<file path="config.mk">
export PLATFORM = sky130hd
export DESIGN_NAME = seq_pattern_tx
export DESIGN_NICKNAME = d
export VERILOG_FILES = /design/src/rtl/seq_pattern_tx.sv
export SDC_FILE = /design/constraint.sdc
export NUM_CORES = 1
export LEC_CHECK = 0
export ABC_AREA = 1
export CORE_MARGIN = 1
export CORE_UTILIZATION = 48
export CTS_CLUSTER_SIZE = 14
export DETAILED_ROUTE_END_ITERATION = 7
export GPL_ROUTABILITY_DRIVEN = 0
export PLACE_DENSITY_LB_ADDON = 0.05
export SLEW_MARGIN = 30
export SYNTH_ARGS = -nofsm -noshare
export SYNTH_HDL_FRONTEND = slang
export SYNTH_SLANG_ARGS = --single-unit
</file>
<file path="constraint.sdc">
create_clock -name clk -period 4.5 [get_ports clk]
set_input_delay 0.675 -clock clk [delete_from_list [all_inputs] [get_ports clk]]
set_output_delay 0.675 -clock clk [all_outputs]
set_load 0.03 [all_outputs]
</file>
<file path="src/rtl/seq_pattern_tx.sv">
// seq_pattern_tx
//
// Serial pattern transmitter. Accepts a parallel pattern word, a bit length
// and a repeat count through a valid/ready load port, then shifts the pattern
// out MSB-first (bit len-1 first, bit 0 last) one bit per clock. Repeated
// passes are bit-contiguous. A one-cycle done pulse follows the final bit.
//
// Ports:
//   clk          in   system clock, rising edge
//   reset        in   synchronous active-high reset
//   load_valid   in   load request
//   load_ready   out  load can be accepted this cycle
//   load_data    in   [WIDTH-1:0] pattern word
//   load_len     in   [LEN_W-1:0] bits to send (0 legal, >WIDTH clamped)
//   load_repeat  in   [REP_W-1:0] extra passes (total = load_repeat+1)
//   out          out  serial bit (registered), IDLE_BIT when not valid
//   out_valid    out  out carries a pattern bit (registered)
//   busy         out  transfer in progress (state != IDLE)
//   done         out  one-cycle pulse after the final bit (registered)
//
// state   | meaning
// --------+------------------------------------------------------------
// S_IDLE  | waiting for a load, load_ready high
// S_SHIFT | a pattern bit is on out; bit_cnt_q counts bits left in pass
// S_DONE  | done pulse cycle, returns to IDLE next

module seq_pattern_tx #(
  parameter int   WIDTH    = 16,
  parameter int   LEN_W    = 5,
  parameter int   REP_W    = 4,
  parameter logic IDLE_BIT = 1'b0
) (
  input  logic             clk,
  input  logic             reset,
  input  logic             load_valid,
  output logic             load_ready,
  input  logic [WIDTH-1:0] load_data,
  input  logic [LEN_W-1:0] load_len,
  input  logic [REP_W-1:0] load_repeat,
  output logic             out,
  output logic             out_valid,
  output logic             busy,
  output logic             done
);

  typedef enum logic [1:0] {
    S_IDLE  = 2'd0,
    S_SHIFT = 2'd1,
    S_DONE  = 2'd2
  } state_t;

  state_t           state_q, state_d;
  logic [WIDTH-1:0] sr_q, sr_d;          // bits still to send after the one on out
  logic [WIDTH-1:0] shadow_q, shadow_d;  // original pattern for repeat passes
  logic [LEN_W-1:0] len_q, len_d;        // clamped pattern length
  logic [LEN_W-1:0] bit_cnt_q, bit_cnt_d;
  logic [REP_W-1:0] rep_q, rep_d;
  logic             out_q, out_d;
  logic             out_valid_q, out_valid_d;
  logic             done_q, done_d;

  logic [LEN_W-1:0] len_in;
  logic             accept;

  // Selects bit n-1 of the window. Written as a compare loop so the index
  // never needs a width conversion between LEN_W and the vector range.
  function automatic logic pick_bit(input logic [WIDTH-1:0] v,
                                    input logic [LEN_W-1:0] n);
    logic r;
    r = 1'b0;
    for (int i = 0; i < WIDTH; i++) begin
      if (n == LEN_W'(i + 1)) r = v[i];
    end
    return r;
  endfunction

  assign len_in     = (load_len > LEN_W'(WIDTH)) ? LEN_W'(WIDTH) : load_len;
  assign load_ready = (state_q == S_IDLE) && !reset;
  assign accept     = load_valid && load_ready;

  always_comb begin
    state_d     = state_q;
    sr_d        = sr_q;
    shadow_d    = shadow_q;
    len_d       = len_q;
    bit_cnt_d   = bit_cnt_q;
    rep_d       = rep_q;
    out_d       = IDLE_BIT;
    out_valid_d = 1'b0;
    done_d      = 1'b0;

    case (state_q)
      S_IDLE: begin
        if (accept) begin
          shadow_d  = load_data;
          len_d     = len_in;
          bit_cnt_d = len_in;
          rep_d     = load_repeat;
          if (len_in == '0) begin
            // Empty pattern: straight to the done pulse, repeats ignored.
            state_d = S_DONE;
            done_d  = 1'b1;
            sr_d    = load_data;
          end else begin
            // First bit is registered onto out at the accept edge so it
            // appears in the very next cycle.
            state_d     = S_SHIFT;
            out_d       = pick_bit(load_data, len_in);
            out_valid_d = 1'b1;
            sr_d        = load_data << 1;
          end
        end
      end

      S_SHIFT: begin
        // The <= also covers an impossible zero count so it cannot wrap.
        if (bit_cnt_q <= LEN_W'(1)) begin
          if (rep_q != '0) begin
            // Restart from the shadow copy with no gap between passes.
            out_d       = pick_bit(shadow_q, len_q);
            out_valid_d = 1'b1;
            sr_d        = shadow_q << 1;
            bit_cnt_d   = len_q;
            rep_d       = rep_q - REP_W'(1);
          end else begin
            state_d   = S_DONE;
            done_d    = 1'b1;
            bit_cnt_d = '0;
          end
        end else begin
          out_d       = pick_bit(sr_q, len_q);
          out_valid_d = 1'b1;
          sr_d        = sr_q << 1;
          bit_cnt_d   = bit_cnt_q - LEN_W'(1);
        end
      end

      S_DONE: begin
        state_d = S_IDLE;
      end

      default: begin
        state_d = S_IDLE;
      end
    endcase
  end

  always_ff @(posedge clk) begin
    if (reset) begin
      state_q     <= S_IDLE;
      sr_q        <= '0;
      shadow_q    <= '0;
      len_q       <= '0;
      bit_cnt_q   <= '0;
      rep_q       <= '0;
      out_q       <= IDLE_BIT;
      out_valid_q <= 1'b0;
      done_q      <= 1'b0;
    end else begin
      state_q     <= state_d;
      sr_q        <= sr_d;
      shadow_q    <= shadow_d;
      len_q       <= len_d;
      bit_cnt_q   <= bit_cnt_d;
      rep_q       <= rep_d;
      out_q       <= out_d;
      out_valid_q <= out_valid_d;
      done_q      <= done_d;
    end
  end

  assign out       = out_q;
  assign out_valid = out_valid_q;
  assign done      = done_q;
  assign busy      = (state_q != S_IDLE);

endmodule

</file>
==> results of run 1 <==
[synthesized netlist by cell type, types with 2 or more instances]
library cell | number | share of area (%)
a211oi_1 | 5 | 1.2
a21oi_1 | 30 | 4.8
a31oi_1 | 20 | 4.0
a41oi_1 | 2 | 0.56
buf_1 | 5 | 0.60
buf_2 | 9 | 1.4
buf_6 | 2 | 0.72
clkbuf_1 | 7 | 0.84
dfxtp_1 | 51 | 33
ha_1 | 3 | 1.2
inv_1 | 42 | 5.0
inv_2 | 18 | 2.2
nand2_1 | 69 | 8.2
nand2_2 | 2 | 0.40
nand3_1 | 26 | 4.1
nand3_2 | 2 | 0.64
nand4_1 | 17 | 3.4
nor2_1 | 53 | 6.3
nor2_2 | 9 | 1.8
nor2_4 | 5 | 1.8
nor3_1 | 6 | 0.96
o211ai_1 | 6 | 1.4
o21ai_0 | 36 | 5.7
o21ai_1 | 34 | 5.4
or2_2 | 2 | 0.40
xor2_1 | 2 | 0.56
[power breakdown]
part / switching (mW) / total, mW / leakage [nW] / internal (mW)
Combinational: 0.300 / 0.453 / 0.916 / 0.153
Clock: 0.152 / 0.315 / 0.0513 / 0.163
Sequential: 0.0500 / 0.563 / 0.420 / 0.513
[cells by family after synthesis]
group,synth area share (%)
compound gates,25.9
fa+ha+maj,1.20
flops,32.5
simple gates,28.6
xor+xnor,0.837
buf+inv,10.9
[how the worst max path moves through the flow]
| stage | from | to | slack, ns | cells after the start |
|---|---|---|---|---|
| 2_1_floorplan | reset | rep_q[1] | 2.28 | 11 |
| 3_3_place_gp | reset | sr_q[8] | 1.26 | 11 |
| 3_5_place_dp | reset | sr_q[11] | 1.18 | 11 |
| 4_1_cts | reset | load_ready | 1.28 | 5 |
| 5_1_grt | reset | load_ready | 1.20 | 5 |
| 6_report | reset | load_ready | 1.30 | 5 |
[final cells by class]
type	count	area share, %
clock inverter	1	0.843
inverter	61	6.46
clock buffer	6	2.04
sequential	51	28.7
tap	77	2.70
multi-input combinational	342	49.9
timing repair buffer	34	9.41
[worst min-delay path, stage by stage (launching register included)]
cell	delay, ns
dfxtp_1	0.32
nand2_1	0.06
a21oi_1	0.06
[per-layer routing]
layer	routed length, um	vias to the layer above	GRT usage (%)	part of all wire [%]
met5	0	-	0	0
met4	105	0	6.43	1.2
met3	569	10	3.48	6.4
met2	3960	95	42.5	45
met1	4260	1482	37.1	48
li1	-	1666	-	-
[flip-flops by register name (all words and copies together) (netlist names)]
register	flops
shadow_q	16
len_q	5
sr_q	16
rep_q	4
state_q	2
bit_cnt_q	5
done	1
out	1
out_valid	1
[per-stage QoR]
step                      setup WS (ns)  area, um2  power [mW]  utilization [%]
after floorplan                    2.28       3140       0.897                -
after global placement             1.26       3460        1.02             54.5
after detailed placement           1.18       3460        1.02             54.5
after CTS                          1.28       3560        1.33             56.1
after global routing               1.20       3560        1.42             56.1
final                              1.30       3560        1.33             56.1
==> impl_metrics.yaml, run 1 <==
clock_tree:
  clockBufferDepth: 2
  clk_latency_ns: 0.30
  holdBufCountCts: 0
  clk_pin_slew_ns: 0.09
  cts_buffers: 5
  cts-root-buf: "clkbuf_8"
  cts_resized: 0
  tritoncts: "yes"
  clock_sinks: 51
  cts-htree-levels: 2
  post_cts_buffers: 0
floorplanning:
  rows: 29
  die_h_um: 82.9
  die_area_mm2: 0.00687
  die_x_um: 82.9
  io_pins: 33
  start_util_pct: 49.5
  core_mm2: 0.00635
cells_and_area:
  final_net_count: 526
  syn_to_final_growth_pct: 13.4
  multi_input_comb_area_mm2: 0.00178
  final_layout_size_suffix_gt1_share_pct: 10.7
  antennaDiodeCount: 0
  final_cell_mix: "69 x nand2_1, 53 x nor2_1, 51 x dfxtp_1"
  final-seq-area_mm2: 0.00102
  layout_commonest_cell: "nand2_1"
  instances_no_fill: 572
  fillers: 651
critical_path:
  start_kind: "primary input"
  reg2reg_slack_ns: 1.97
  reg2reg_to: "sr_q[1]"
  r2r_start: "bit_cnt_q[1]"
  max_stage_delay_ns: 0.74
  timing.critical_path.buf_inv: 3
  cp_cell_sequence: "clkdlybuf4s50_1 -> nor2_1 -> inv_2 -> nor2_2 -> clkdlybuf4s50_1"
  crit_type: "in -> out"
  cp.required_ns: 3.83
  crit_path_frequent_cell: "clkdlybuf4s50_1"
  cp-end-kind: "output pin"
  critPathArrivalTime_ns: 2.53
  reg2reg_depth: 12
  critPathTopFamily: "buffers and inverters"
  cpMaxStageDelayCell: "clkdlybuf4s50_1"
  crit_fanout: 17
run_status:
  outcome: "finished clean"
place:
  dp_hpwl_um: 6300
  placed_cells: 565
  portBuffers: 32
sta:
  slew_headroom_pct: 54.7
  rsz0062_at_grt: "no"
  whs_ns: 0.479
  period_minus_slack_ns: 3.20
  tightest_slew_ns: 0.678
  drv_slew: 0
  fmax_mhz: 312
  setup_viol: 0
  setup_tns_ns: 0
  hold_viol: 0
  finClkSkew_ns: 0.00805
  fin_crit_sh_pct: 71.1
worst_hold_path:
  hold_start: "rep_q[3]"
  hp-class: "reg -> reg"
  holdPathEnd: "rep_q[3]"
  min_delay_path_depth: 2
pwr:
  p_per_area_mw_per_mm2: 374
  ir_drop_uv: 218
  leakagePower_nw: 1.39
detailed_routing:
  wl_um: 8900
  via_count: 3253
  initialDrtViolationCount: 295
  drc: 0
  drtPass1Iterations: 4
  viasPerCell: 5.69
  ant_nets: 0
  routedWlPerCell_um: 15.6
yosys:
  ys_seq_area_share_pct: 32.5
  synth_ff_type: "dfxtp_1"
  synth.cell_area_mm2: 0.00314
  yosysUniqueCellTypes: 40
  synth_warnings: 0
  synth_cells: 477
  synth-edff-count: 0
  avgSynthCellArea_um2: 6.58
  yosys_register_bits: 51
  synthArstFlopShare_pct: 0
  synth_nets: 508
grt:
  grt_pass1_wl_um: 14700
  grt_usage_pct: 26.3
  antenna_found_initial: 0
  grt_max_degree: 41
  grt_remaining_overflow: 0
  grt_pass1_vias: 3002
flow_run:
  drv_cap: 0
No activity file was read; power rests on OpenSTA's default activity.
==> run 2: changes to the inputs <==
clock period = 3 ns   (was 4.5 ns; I/O delays follow)
==> run 2 against run 1 <==
Against the previous run:
- register-to-register slack worse by 1.3 ns
- clock-buffer cell count is 2 higher
- power is 48% higher
- via count is 1.5% higher
- setup slack worse by 0.62 ns
- critical path type unchanged
- largest cell class unchanged
- largest power group unchanged
==> impl_metrics.yaml, run 2 (same netlist as run 1, synthesis figures left out) <==
run_status:
  outcome: "finished clean"
clock_tree:
  clock_sinks: 51
  cts-root-buf: "clkbuf_8"
  cts_resized: 0
  tritoncts: "yes"
  post_cts_buffers: 0
  clk_latency_ns: 0.30
  cts-htree-levels: 2
  holdBufCountCts: 0
  clk_pin_slew_ns: 0.09
  cts_buffers: 5
  clockBufferDepth: 2
floorplanning:
  start_util_pct: 49.5
  rows: 29
  die_area_mm2: 0.00687
  core_mm2: 0.00635
  die_h_um: 82.9
  io_pins: 33
  die_x_um: 82.9
sta:
  hold_viol: 0
  tightest_slew_ns: 0.596
  period_minus_slack_ns: 2.32
  finClkSkew_ns: 0.00514
  drv_slew: 0
  slew_headroom_pct: 60.2
  setup_viol: 0
  rsz0062_at_grt: "no"
  fin_crit_sh_pct: 77.2
  fmax_mhz: 432
  setup_tns_ns: 0
pwr:
  leakagePower_nw: 1.40
  p_sw_share_pct: 38.3
  p_per_area_mw_per_mm2: 551
  internal_power_mw: 1.22
  power.switching_mw: 0.755
  p_seq_share_pct: 42.7
  ir_drop_uv: 307
  pwr-share-comb_pct: 34.8
  p_clk_share_pct: 22.5
critical_path:
  crit_type: "in -> out"
  timing.critical_path.buf_inv: 3
  reg2reg_slack_ns: 0.72
  cpMaxStageDelayCell: "clkdlybuf4s50_1"
  reg2reg_depth: 12
  crit_path_frequent_cell: "clkdlybuf4s50_1"
  critPathTopFamily: "buffers and inverters"
  max_stage_delay_ns: 0.67
  start_kind: "primary input"
  path_depth: 5
  r2r_start: "bit_cnt_q[1]"
  crit_fanout: 4
  reg2reg_to: "sr_q[10]"
  cp-end-kind: "output pin"
  cp-endpoint: "load_ready"
  cp_cell_sequence: "clkdlybuf4s50_1 -> nor2_1 -> inv_2 -> nor2_2 -> clkdlybuf4s50_1"
  critPathArrivalTime_ns: 1.87
  cp.required_ns: 2.55
  cp-startpoint: "reset"
grt:
  grt_pass1_vias: 3055
  grt_remaining_overflow: 0
  grt_pass1_wl_um: 15000
  grt_max_degree: 40
  antenna_found_initial: 0
  grt_usage_pct: 26.6
place:
  dp_hpwl_um: 6400
  placed_cells: 568
  portBuffers: 32
worst_hold_path:
  hp-class: "reg -> reg"
detailed_routing:
  via_count: 3302
  drtPass1Iterations: 5
  routedWlPerCell_um: 15.6
  ant_nets: 0
  initialDrtViolationCount: 279
  viasPerCell: 5.73
  wl_um: 8970
  drc: 0
cells_and_area:
  instances_no_fill: 576
  final_cell_mix: "69 x nand2_1, 53 x nor2_1, 51 x dfxtp_1"
  reg.largest.list: "shadow_q (16), sr_q (16)"
  antennaDiodeCount: 0
  final_net_count: 529
  fillers: 637
  final_layout_size_suffix_gt1_share_pct: 11.4
  fin_util_pct: 56.4
  layout_commonest_cell: "nand2_1"
  syn_to_final_growth_pct: 14.1
flow_run:
  drv_cap: 0
run 2: cell count changes in the layout (fill, tap and decap cells not counted), sizes merged:
cell,change
clkbuf,+2
buf,+3
bufinv,-1
run 2: worst min-delay path by stage:
stage | start | end | slack (ns) | cells after the start
5_1_grt | rep_q[3] | rep_q[3] | 0.52 | 2
2_1_floorplan | rep_q[3] | rep_q[3] | 0.44 | 2
3_3_place_gp | rep_q[3] | rep_q[3] | 0.45 | 2
3_5_place_dp | rep_q[3] | rep_q[3] | 0.46 | 2
4_1_cts | rep_q[3] | rep_q[3] | 0.48 | 2
6_report | rep_q[3] | rep_q[3] | 0.48 | 2
run 2: routing by layer:
layer	vias up	wire, um	global-route usage [%]
met1	1514	4070	38.3
li1	1665	-	-
met2	115	4120	43.1
met4	0	77	4.70
met3	8	702	3.28
met5	-	0	0
run 2: power groups by stage:
| stage | combinational, mW | clock (mW) | sequential (mW) |
|---|---|---|---|
| final | 0.687 | 0.443 | 0.844 |
| after global routing | 0.770 | 0.473 | 0.854 |
| after CTS | 0.684 | 0.449 | 0.842 |
| after detailed placement | 0.680 | 0 | 0.857 |
| after global placement | 0.670 | 0 | 0.855 |
| after floorplan | 0.502 | 0 | 0.843 |
run 2: final cells by class:
type	count	area [um2]	area share (%)
clock buffers	8	100	2.79
inverters	61	230	6.43
multi-input cells	342	1780	49.6
flip-flops and latches	51	1020	28.5
well taps	77	96.3	2.69
repair buffers	37	358	9.99
run 2: through the flow:
step / instance area [um2] / hold slack (ns) / power [mW] / worst slack, ns
4_1_cts: 3580 / 0.479 / 1.97 / 0.673
5_1_grt: 3580 / 0.517 / 2.10 / 0.570
6_report: 3580 / 0.480 / 1.97 / 0.683
3_5_place_dp: 3480 / 0.465 / 1.54 / 0.536
3_3_place_gp: 3480 / 0.452 / 1.53 / 0.566
2_1_floorplan: 3140 / 0.444 / 1.34 / 1.01
run 2: tightest hold or removal path: cells and delay by family, from the launching register on:
family / cells / cell delay (ns)
AND/OR/NAND/NOR: 1 / 0.06
AO/OA/AOI/OAI: 1 / 0.06
flip-flops: 1 / 0.32
==> run 3: changes to the inputs <==
clock period = 2.3 ns   (was 3 ns; I/O delays follow)
==> run 3 against run 2 <==
Against the previous run:
- register-to-register slack got worse by 0.37 ns
- clock power is 67% higher
- via count up 3.6%
- largest power group unchanged
- first-iteration DRC count is 1.1% higher
- combinational power is 39% higher
- setup slack worse by 0.33 ns
- global-route usage grew 1.0 points
- hold slack worse by 0.00088 ns
- power grew 42%
- sequential cell count stayed put
- largest cell class unchanged
==> impl_metrics.yaml, run 3 (same netlist as run 1, synthesis figures left out) <==
run_status:
  outcome: "finished clean"
floorplanning:
  rows: 29
  die_h_um: 82.9
  io_pins: 33
  start_util_pct: 49.5
  core_mm2: 0.00635
  die_area_mm2: 0.00687
  die_x_um: 82.9
pwr:
  power.switching_mw: 1.01
  p_sw_share_pct: 36.1
  p_per_area_mw_per_mm2: 754
  p_seq_share_pct: 39.4
  pwr-share-comb_pct: 34.1
  ir_drop_uv: 469
  internal_power_mw: 1.79
  leakagePower_nw: 1.48
  p_clk_share_pct: 26.4
cells_and_area:
  fillers: 645
  layout_commonest_cell: "nand2_1"
  antennaDiodeCount: 0
  multi_input_comb_area_mm2: 0.00178
  final-seq-area_mm2: 0.00102
  syn_to_final_growth_pct: 18.3
  final_layout_size_suffix_gt1_share_pct: 13.5
  reg.largest.list: "shadow_q (16), sr_q (16)"
  final_cell_mix: "69 x nand2_1, 53 x nor2_1, 51 x dfxtp_1"
  final_net_count: 541
worst_hold_path:
  holdPathEnd: "rep_q[3]"
  hold_start: "rep_q[3]"
  min_delay_path_depth: 2
  hp-class: "reg -> reg"
critical_path:
  r2r_start: "len_q[0]"
  reg2reg_depth: 13
  cp-end-kind: "flip-flop"
  cp.required_ns: 2.50
  reg2reg_to: "out"
  timing.critical_path.buf_inv: 0
  critPathTopFamily: "simple AND/OR/NAND/NOR gates"
  cp_cell_sequence: "nor2_2 -> nand2_1 -> nor3_1 -> nor2_1 -> nand4_1 -> nor2_1 -> nand4_1 -> nor2_1 -> nand4_1 -> nand2_1 -> nand2_1 -> nand2_1 -> a21oi_2"
  cpMaxStageDelayCell: "dfxtp_1"
  crit_fanout: 5
  crit_path_frequent_cell: "nand2_1"
  cp-startpoint: "len_q[0]"
  reg2reg_slack_ns: 0.35
  max_stage_delay_ns: 0.50
  crit_type: "reg -> reg"
  critPathArrivalTime_ns: 2.15
  start_kind: "flip-flop"
sta:
  finalWorstSetupSlack_ns: 0.353
  slew_headroom_pct: 73.1
  tightest_slew_ns: 0.402
  whs_ns: 0.479
  drv_slew: 0
  setup_tns_ns: 0
  setup_viol: 0
  fmax_mhz: 514
  hold_viol: 0
  fin_crit_sh_pct: 84.7
  finClkSkew_ns: 0.00507
  rsz0062_at_grt: "no"
  period_minus_slack_ns: 1.95
grt:
  antenna_found_initial: 0
  grt_pass1_wl_um: 15500
  grt_usage_pct: 27.6
  grt_pass1_vias: 3084
  grt_max_degree: 40
  grt_remaining_overflow: 0
clock_tree:
  holdBufCountCts: 0
  clock_sinks: 51
  clockBufferDepth: 2
  cts_resized: 0
  tritoncts: "yes"
  cts_buffers: 5
  clk_latency_ns: 0.31
  clk_pin_slew_ns: 0.09
  post_cts_buffers: 0
  cts-root-buf: "clkbuf_8"
  cts-htree-levels: 2
detailed_routing:
  via_count: 3422
  ant_nets: 0
  viasPerCell: 5.82
  routedWlPerCell_um: 15.9
  wl_um: 9360
  drc: 0
  drtPass1Iterations: 5
  initialDrtViolationCount: 282
place:
  place_ws_ns: 0.0942
  portBuffers: 32
  dp_hpwl_um: 6820
flow_run:
  drv_cap: 0
## run 3: routing by layer
metal	GRT usage [%]	vias up	part of all wire, %
met5	0	-	0
met4	7.68	0	0.98
met3	3.48	11	5.5
met2	43.9	132	45
met1	39.4	1588	48
li1	-	1691	-
## run 3: how the worst max path moves through the flow
stage	endpoint	cells past startpoint
floorplan	rep_q[1]	11
global placement	out	13
detailed placement	out	13
CTS	out	13
global route	out	13
finish	out	13
## run 3: per-stage QoR
stage	cell area (um2)	total power [mW]	std cells	utilization (%)
2_1_floorplan	3140	1.75	477	-
3_3_place_gp	3580	2.04	580	56.4
3_5_place_dp	3580	2.06	580	56.4
4_1_cts	3710	2.80	588	58.5
5_1_grt	3710	2.96	588	58.5
6_report	3710	2.80	588	58.5
## run 3: worst reg2reg max path: stages (launching register included)
cell and delay [ns]:
dfxtp_1 0.50, nor2_2 0.12, nand2_1 0.17, nor3_1 0.07
nor2_1 0.14, nand4_1 0.09, nor2_1 0.10, nand4_1 0.12
nor2_1 0.14, nand4_1 0.13, nand2_1 0.08, nand2_1 0.04
nand2_1 0.08, a21oi_2 0.05
## run 3: layout make-up
type                       count  area share (%)
sequential                    51            27.5
clock buffer                   6            1.95
timing repair buffer          49            12.3
multi-input combinational    342            47.8
inverter                      61            6.20
clock inverter                 2            1.62
tap                           77            2.59
## run 3: power by group through the flow
stage / clock network [mW] / registers, mW / logic (mW)
6_report: 0.740 / 1.10 / 0.956
5_1_grt: 0.776 / 1.12 / 1.07
4_1_cts: 0.749 / 1.10 / 0.949
3_5_place_dp: 0 / 1.12 / 0.944
3_3_place_gp: 0 / 1.12 / 0.925
2_1_floorplan: 0 / 1.10 / 0.655
